--- config.mk ---
export PLATFORM = sky130hd
export DESIGN_NAME = mem_arbiter
export DESIGN_NICKNAME = d
export VERILOG_FILES = /design/src/rtl/mem_arb_pkg.sv /design/src/rtl/arb_owner_fifo.sv /design/src/rtl/mem_arbiter.sv
export SDC_FILE = /design/constraint.sdc
export NUM_CORES = 1
export LEC_CHECK = 0
export BUFFER_PORTS_ARGS = -buffer_cell sky130_fd_sc_hd__buf_4
export CAP_MARGIN = 30
export CELL_PAD_IN_SITES_DETAIL_PLACEMENT = 2
export CELL_PAD_IN_SITES_GLOBAL_PLACEMENT = 2
export CORE_ASPECT_RATIO = 0.75
export CORE_MARGIN = 4
export CORE_UTILIZATION = 13
export DETAILED_ROUTE_END_ITERATION = 8
export PLACE_DENSITY = 0.87
export SLEW_MARGIN = 25
export SYNTH_ARGS = -nofsm -noshare
export SYNTH_HDL_FRONTEND = slang
export SYNTH_SLANG_ARGS = --single-unit
--- constraint.sdc ---
create_clock -name clk -period 5.5 [get_ports clk]
set_input_delay 0.275 -clock clk [delete_from_list [all_inputs] [get_ports clk]]
set_output_delay 0.275 -clock clk [all_outputs]
set_load 0.03 [all_outputs]
--- src/rtl/mem_arb_pkg.sv ---
// Shared types for the memory arbiter: requester identity and arbiter FSM states.
package mem_arb_pkg;

  typedef enum logic {
    OWN_INSTR = 1'b0,
    OWN_DATA  = 1'b1
  } owner_e;

  typedef enum logic [1:0] {
    ARB    = 2'd0,
    LOCK_I = 2'd1,
    LOCK_D = 2'd2
  } arb_state_e;

  // Instruction fetches always read a full word.
  localparam logic [3:0] BE_FULL = 4'hF;

endpackage

--- src/rtl/arb_owner_fifo.sv ---
// In-order record of which requester owns each granted memory transaction.
// The head names the requester that the next mem_rvalid_i belongs to.
// A pop on an empty FIFO is ignored; a push while full is accepted only
// when a pop retires the head in the same cycle.
module arb_owner_fifo
  import mem_arb_pkg::*;
#(
  parameter int DEPTH = 2
) (
  input  logic   clk,
  input  logic   rstn,
  input  logic   push,
  input  owner_e push_owner,
  input  logic   pop,
  output owner_e head,
  output logic   empty,
  output logic   full
);

  localparam int PTR_W = (DEPTH > 1) ? $clog2(DEPTH) : 1;
  localparam int CNT_W = $clog2(DEPTH + 1);

  owner_e           slot_q [DEPTH];
  logic [PTR_W-1:0] wr_ptr_q;
  logic [PTR_W-1:0] rd_ptr_q;
  logic [CNT_W-1:0] cnt_q;
  logic             do_push;
  logic             do_pop;

  function automatic logic [PTR_W-1:0] ptr_inc(input logic [PTR_W-1:0] p);
    if (p == PTR_W'(DEPTH - 1)) begin
      return '0;
    end
    return p + PTR_W'(1);
  endfunction

  assign empty   = (cnt_q == '0);
  assign full    = (cnt_q == CNT_W'(DEPTH));
  assign do_pop  = pop && !empty;
  assign do_push = push && (!full || do_pop);
  assign head    = slot_q[rd_ptr_q];

  // Pointers and occupancy; a simultaneous push and pop leaves the count unchanged.
  always_ff @(posedge clk or negedge rstn) begin
    if (!rstn) begin
      wr_ptr_q <= '0;
      rd_ptr_q <= '0;
      cnt_q    <= '0;
    end else begin
      if (do_push) begin
        wr_ptr_q <= ptr_inc(wr_ptr_q);
      end
      if (do_pop) begin
        rd_ptr_q <= ptr_inc(rd_ptr_q);
      end
      if (do_push && !do_pop) begin
        cnt_q <= cnt_q + CNT_W'(1);
      end else if (do_pop && !do_push) begin
        cnt_q <= cnt_q - CNT_W'(1);
      end
    end
  end

  // Owner storage; contents are only meaningful between push and pop.
  always_ff @(posedge clk) begin
    if (do_push) begin
      slot_q[wr_ptr_q] <= push_owner;
    end
  end

endmodule

--- src/rtl/mem_arbiter.sv ---
// Two-requester memory arbiter: instruction fetch and load/store share one
// memory port. The selected request is forwarded combinationally; an
// un-granted request locks the port to its owner until granted. Responses
// return in order and are routed using the owner FIFO.
// Build option: define MEM_ARB_RR_EN for round-robin tie-breaking; by
// default data has fixed priority over instr.
module mem_arbiter
  import mem_arb_pkg::*;
#(
  parameter int MAX_OUTSTANDING = 2
) (
  input  logic        clk,
  input  logic        rstn,
  // fetch requester
  input  logic        instr_req_i,
  output logic        instr_gnt_o,
  input  logic [31:0] instr_addr_i,
  output logic [31:0] instr_rdata_o,
  output logic        instr_err_o,
  output logic        instr_rvalid_o,
  // load/store requester
  input  logic        data_req_i,
  output logic        data_gnt_o,
  input  logic        data_we_i,
  input  logic [3:0]  data_be_i,
  input  logic [31:0] data_addr_i,
  input  logic [31:0] data_wdata_i,
  output logic [31:0] data_rdata_o,
  output logic        data_err_o,
  output logic        data_rvalid_o,
  // shared memory port
  output logic        mem_req_o,
  input  logic        mem_gnt_i,
  output logic        mem_we_o,
  output logic [3:0]  mem_be_o,
  output logic [31:0] mem_addr_o,
  output logic [31:0] mem_wdata_o,
  input  logic [31:0] mem_rdata_i,
  input  logic        mem_err_i,
  input  logic        mem_rvalid_i,
  output logic        spurious_o
);

  arb_state_e state_q;
  arb_state_e state_d;
  owner_e     sel;
  owner_e     head;
  logic       sel_req;
  logic       can_issue;
  logic       mem_hs;
  logic       rsp_pop;
  logic       fifo_empty;
  logic       fifo_full;

`ifdef MEM_ARB_RR_EN
  owner_e     last_q;
`endif

  // Owner selection: a locked owner keeps the port, otherwise arbitrate.
  always_comb begin
    sel = OWN_INSTR;
    case (state_q)
      LOCK_I:  sel = OWN_INSTR;
      LOCK_D:  sel = OWN_DATA;
      default: begin
        if (instr_req_i && data_req_i) begin
`ifdef MEM_ARB_RR_EN
          sel = (last_q == OWN_INSTR) ? OWN_DATA : OWN_INSTR;
`else
          sel = OWN_DATA;
`endif
        end else if (data_req_i) begin
          sel = OWN_DATA;
        end
      end
    endcase
  end

  assign sel_req   = (sel == OWN_DATA) ? data_req_i : instr_req_i;
  assign rsp_pop   = mem_rvalid_i && !fifo_empty;
  // A response retiring this cycle frees a slot for the request beside it.
  assign can_issue = !fifo_full || rsp_pop;
  assign mem_req_o = rstn && sel_req && can_issue;
  assign mem_hs    = mem_req_o && mem_gnt_i;

  assign instr_gnt_o = mem_hs && (sel == OWN_INSTR);
  assign data_gnt_o  = mem_hs && (sel == OWN_DATA);

  // Request fields of the selected owner; all zero while in reset.
  always_comb begin
    mem_we_o    = 1'b0;
    mem_be_o    = '0;
    mem_addr_o  = '0;
    mem_wdata_o = '0;
    if (rstn) begin
      if (sel == OWN_DATA) begin
        mem_we_o    = data_we_i;
        mem_be_o    = data_be_i;
        mem_addr_o  = data_addr_i;
        mem_wdata_o = data_wdata_i;
      end else begin
        mem_be_o    = BE_FULL;
        mem_addr_o  = instr_addr_i;
      end
    end
  end

  // Lock the port to an owner whose request was presented but not granted.
  always_comb begin
    state_d = state_q;
    case (state_q)
      ARB: begin
        if (mem_req_o && !mem_gnt_i) begin
          state_d = (sel == OWN_DATA) ? LOCK_D : LOCK_I;
        end
      end
      LOCK_I, LOCK_D: begin
        if (mem_hs || !sel_req) begin
          state_d = ARB;
        end
      end
      default: state_d = ARB;
    endcase
  end

  // FSM state register.
  always_ff @(posedge clk or negedge rstn) begin
    if (!rstn) begin
      state_q <= ARB;
    end else begin
      state_q <= state_d;
    end
  end

`ifdef MEM_ARB_RR_EN
  // Round-robin pointer remembers the owner of the most recent grant.
  always_ff @(posedge clk or negedge rstn) begin
    if (!rstn) begin
      last_q <= OWN_INSTR;
    end else if (mem_hs) begin
      last_q <= sel;
    end
  end
`endif

  arb_owner_fifo #(
    .DEPTH (MAX_OUTSTANDING)
  ) u_owner_fifo (
    .clk        (clk),
    .rstn       (rstn),
    .push       (mem_hs),
    .push_owner (sel),
    .pop        (mem_rvalid_i),
    .head       (head),
    .empty      (fifo_empty),
    .full       (fifo_full)
  );

  // Response routing: data is broadcast, valid/err go to the head owner only.
  assign instr_rvalid_o = rsp_pop && (head == OWN_INSTR);
  assign data_rvalid_o  = rsp_pop && (head == OWN_DATA);
  assign instr_err_o    = instr_rvalid_o && mem_err_i;
  assign data_err_o     = data_rvalid_o && mem_err_i;
  assign instr_rdata_o  = rstn ? mem_rdata_i : '0;
  assign data_rdata_o   = rstn ? mem_rdata_i : '0;
  assign spurious_o     = rstn && mem_rvalid_i && fifo_empty;

endmodule
-- Word level (Yosys, flattened, before mapping)
Memory sizes are Yosys's and may differ from the RTL's.
Index checks and enable logic that the tools add are counted.
- register bits after elaboration: 6
- memories kept: 1
- memory bits (writable): 2
- logic and storage cells: 75
- memories (name ; words ; bits a word ; rd ports ; clocked after Yosys merged registers in ; write ports ; line ; RTL):
    u_owner_fifo.slot_q ; 2 ; 1 ; 1 ; 0 ; 1 ; arb_owner_fifo.sv:23 ; owner_e slot_q [DEPTH];
- eq/ne operators: 5
- reductions and logical operators: 30
- $add $sub $neg: 4
- bitwise gates (word level): 2
- mux-type cells: 29
- operators by type and width (operator ; number):
    $mux 32 ; 5
    $logic_and 1x1->1 ; 17
    $mux 1 ; 15
    $mux 2 ; 5
    $mux 4 ; 2
    $logic_not 1->1 ; 6
    $eq 2x2->1 const B ; 2
    $logic_not 2->1 ; 2
    $ne 2x2->1 const B ; 2
    $pmux 2 s2 ; 1
    $add 1x1->1 const B ; 2
    $add 2x1->2 const B ; 1
    $eq 2x1->1 const B ; 1
    $logic_or 1x1->1 ; 2
    $not 1->1 ; 2
    $pmux 1 s2 ; 1
    $reduce_and 2->1 ; 1
    $reduce_bool 2->1 ; 1
    $reduce_or 2->1 ; 1
    $sub 2x1->2 const B ; 1

-- Depth between registers and ports, before layout
- word-level depth: 12
- depth in mapped cells: 9
- depth with buffers taken out: 8

-- Cells and area by module
From an unflattened synthesis, not the netlist that was laid out.
- cells, all modules: 281
- area total of the unflattened synthesis: 1848.0 µm²
- by module, submodules not included (module ; cells an instance ; area an instance (µm²) ; times used ; sequential area each (µm²)):
    mem_arbiter ; 258 ; 1559.0 ; 1 ; 50.0
    arb_owner_fifo ; 23 ; 289.0 ; 1 ; 160.2

-- Worst setup path before layout
Ideal clock, no wire load.
- kind: register to output
- from: reg state_q[0]
- to: out mem_addr_o[0]
- stages on the path, launching flop included: 10
- slack: 3.086 ns
- required time: 5.225 ns
- path buffers: 3
- arrival: 2.139 ns
- path through: dfrtp_1 > inv_1 > ha_1 > buf_6 > mux2i_4 > inv_2 > buf_4 > buf_4 > nand2_1 > a21boi_0
- cells in the longest elaborated chain, start to end: 4
- ends and longest elaborated chain (element ; line ; RTL):
    start, declared ; mem_arbiter.sv:44 ; arb_state_e state_q;
    start signal, assigned ; mem_arbiter.sv:131 ; state_q <= state_d;
    $eq 2x2->1 or $eq 2x1->1 (tied branches) ; mem_arbiter.sv:62 ; case (state_q)
    $pmux 1 s2 (*) ; mem_arbiter.sv:62 ;
    $mux 32 (*) ; mem_arbiter.sv:96 ; if (sel == OWN_DATA) begin
    $mux 32 (*) ; mem_arbiter.sv:95 ; if (rstn) begin
    end, declared ; mem_arbiter.sv:36 ; output logic [31:0] mem_addr_o,
Every way passes the cells marked *; elsewhere a longest branch is shown, timed or not.

-- Final worst setup path
- from: reg state_q[0]
- to: out mem_addr_o[5]
Same word-level chain as after synthesis.

==> qor.csv <==
stage,metric,value,unit
outcome,run status,finished clean,
clock_network,CTS resizes,0,
die,chip height,111,µm
sta,worst setup margin,2.74,ns
setup_path,Worst EP required,5.22,ns
sta,Slew HR,63.5,%
die,Initial Util,13.4,%
drt,Total Routed Length,11500,µm
synthesis,Post-Syn Area per Cell,6.72,µm²
cells_and_area,ANT cells,0,
placed_design,placed insts,677,
drt,drt pass-1 iters,4,
synthesis,register area share after synthesis,11.3,%
synthesis,Mapped Nets,419,
sta,final setup violation count,0,
die,area of the core,0.0138,mm²
die,# rows,37,
cells_and_area,final instance area,0.00395,mm²
power_and_ir_drop,pwr dens,312,mW/mm²
run,max_cap viols,0,
sta,fin. max-slew vios,0,
sta,RSZ-0062 raised after global routing,false,
clock_network,Worst-Skew Late Latency,0.24,ns
clock_network,Post-CTS Setup Bufs,0,
global_routing,GRT Total Usage,12.9,%
cells_and_area,Layout area overhead,113,%
setup_path,Critical Path Fanout Max,40,
die,die width,146,µm
global_routing,global-route wire length before repair,17300,µm
clock_network,Worst-path clk slew,0.04,ns
sta,Setup Total Neg Slack,0,ns
sta,Least-Margin Pin Slew,0.546,ns
die,IO Pins,281,
global_routing,vias in the first global route,3132,
power_and_ir_drop,Pleak,2.20,nW
drt,DR iter-0 viols,58,
cells_and_area,Layout Nets,652,
clock_network,CTS tree,done,
cells_and_area,layout cells sized above 1,57.7,%
drt,Final ANT Viol Nets,0,
clock_network,clock sinks,8,
drt,vias per cell,4.13,
global_routing,largest net degree at the start of global routing,110,
synthesis,synthesized cell area,0.00186,mm²
drt,routed len/inst,16.9,µm
clock_network,Inserted Clock Buffers,3,
global_routing,initial antenna violation count,0,
sta,final hold violation count,0,
synthesis,"FF+latch count, synth",8,
die,DIE AREA,0.0163,mm²
sta,"Period Utilization, post-route",50.2,%
placed_design,GPL Wtd Cong,0.758,
synthesis,Gate Count Post-Synth,276,
drt,DRC Markers,0,
clock_network,CTS Buffer Depth,2,
setup_path,"Arr. time, crit path",2.48,ns
global_routing,grt ovf,0,
synthesis,Ys Warns,0,
worst_hold_path,HP Class,flop to flop,
power_and_ir_drop,Peak VDD IR,0.000127,V
setup_path,Startpoint Class,flop,
drt,total number of vias,2822,
placed_design,placed instance area,0.00384,mm²
sta,Peak Freq,363,MHz
placed_design,IO buf count,280,
synthesis,"Distinct cells, synth",37,
clock_network,CTS Root Cell,clkbuf_16,
placed_design,Detailed Place HPWL,9550,µm
setup_path,nature of the critical path endpoint,primary output,
setup_path,Crit Path Category,flop to primary output,
clock_network,H-tree depth,1,
clock_network,hold_buf cts,0,
cells_and_area,Final Instance Count excl. Fillers,683,
placed_design,pre-CTS setup slack,2.96,ns
sta,post-layout minimum cycle time,2.76,ns
sta,Final Skew,0.00102,ns
==> cell usage in the layout, fill, tap and decap left out, drive strengths merged, types with 2 or more instances in the layout <==
master | netlist | layout
buf | 42 | 283
nand2 | 65 | 65
and3 | 34 | 34
and2 | 34 | 34
a21boi | 32 | 32
inv | 7 | 7
dfrtp | 6 | 6
o21a | 5 | 5
nor2 | 4 | 4
clkbuf | 14 | 4
xnor2 | 3 | 3
ha | 3 | 3
mux2i | 3 | 3
nor2b | 2 | 2
nor3 | 2 | 2
o211ai | 2 | 2
xor2 | 2 | 2
o2111ai | 2 | 2
edfxtp | 2 | 2
o21ai | 2 | 2
o31ai | 2 | 2
a211oi | 2 | 2
==> power breakdown <==
group / total [mW] / internal [mW] / leakage, nW / switching, mW
Sequential: 0.111 / 0.0872 / 0.0912 / 0.0239
Clock: 0.129 / 0.0969 / 0.0382 / 0.0324
Combinational: 0.991 / 0.376 / 2.07 / 0.615
Total: 1.23 / 0.560 / 2.20 / 0.671
==> registers in the layout (all words and copies together), names as in the netlist <==
register               flops
state_q                    2
u_owner_fifo.cnt_q         2
u_owner_fifo.slot_q        2
u_owner_fifo.rd_ptr_q      1
u_owner_fifo.wr_ptr_q      1
==> worst paths after layout <==
path / cells past startpoint / startpoint / slack, ns / end
setup / recovery: 8 / state_q[0] / 2.74 / mem_addr_o[5]
max in group asynchronous: 3 / rstn / 4.43 / u_owner_fifo.cnt_q[1]
setup reg to reg: 7 / state_q[1] / 3.15 / state_q[0]
hold reg to reg: 1 / u_owner_fifo.wr_ptr_q / 0.50 / u_owner_fifo.wr_ptr_q
min in group asynchronous: 2 / rstn / 0.53 / u_owner_fifo.wr_ptr_q
hold / removal: 1 / u_owner_fifo.wr_ptr_q / 0.50 / u_owner_fifo.wr_ptr_q
==> worst max-delay path, cell delays in order (launching register included) <==
cell      delay, ns
dfrtp_1        0.36
inv_1          0.07
ha_1           0.43
mux2i_4        0.24
inv_2          0.41
buf_12         0.26
nand2_1        0.08
a21boi_0       0.17
buf_4          0.19
==> routing by layer <==
layer / vias to the layer above / routed length, µm / track usage, %
li1: 1340 / - / -
met1: 1321 / 4280 / 14.3
met2: 145 / 6060 / 24.5
met3: 16 / 1000 / 3.66
met4: 0 / 195 / 2.91
met5: - / 0 / 0
==> area by class of cell <==
type                            instances  area (µm²)
Fill cell                            1628        9900
Timing Repair Buffer                  284        2160
Tap cell                              175         219
Inverter                                7        26.3
Multi-Input combinational cell        205        1250
Sequential cell                         8         210
Clock buffer                            4        78.8
==> cell usage after synthesis (all sizes together) <==
library cell | instances | share of area [%]
nand2 | 65 | 13
buf | 42 | 17
and2 | 34 | 11
and3 | 34 | 11
a21boi | 32 | 13
clkbuf | 14 | 2.8
inv | 7 | 1.4
dfrtp | 6 | 8.1
o21a | 5 | 2.0
nor2 | 4 | 0.94
ha | 3 | 2.0
mux2i | 3 | 2.3
xnor2 | 3 | 1.4
a211oi | 2 | 1.1
edfxtp | 2 | 3.2
nor2b | 2 | 0.67
nor3 | 2 | 0.54
o2111ai | 2 | 0.94
o211ai | 2 | 0.81
o21ai | 2 | 0.54
o31ai | 2 | 1.6
xor2 | 2 | 0.94
mux2 | 1 | 0.61
nand3 | 1 | 0.27
nor3b | 1 | 0.40
o31a | 1 | 0.47
or2b | 1 | 0.47
or4 | 1 | 0.40
==> stage by stage <==
stage / utilization, % / total power, mW / hold WS [ns]
2_1_floorplan: - / 0.761 / -0.0206
3_3_place_gp: 27.6 / 1.06 / 0.420
3_5_place_dp: 27.7 / 1.12 / 0.465
4_1_cts: 28.3 / 1.25 / 0.214
5_1_grt: 28.5 / 1.32 / 0.531
6_report: 28.5 / 1.23 / 0.499
==> logic make-up (layout without fill, tap and decap cells) <==
logic type | count (synthesis) | after routing | synth area share [%]
AND/OR/NAND/NOR | 145 | 145 | 39.8
multiplexers | 4 | 4 | 2.90
flip-flops | 8 | 8 | 11.3
adder cells (fa/ha/maj) | 3 | 3 | 2.02
AO/OA/AOI/OAI | 48 | 48 | 20.4
buffers and inverters | 63 | 295 | 21.2
XOR/XNOR | 5 | 5 | 2.36
No activity file was read; power rests on OpenSTA's default activity.
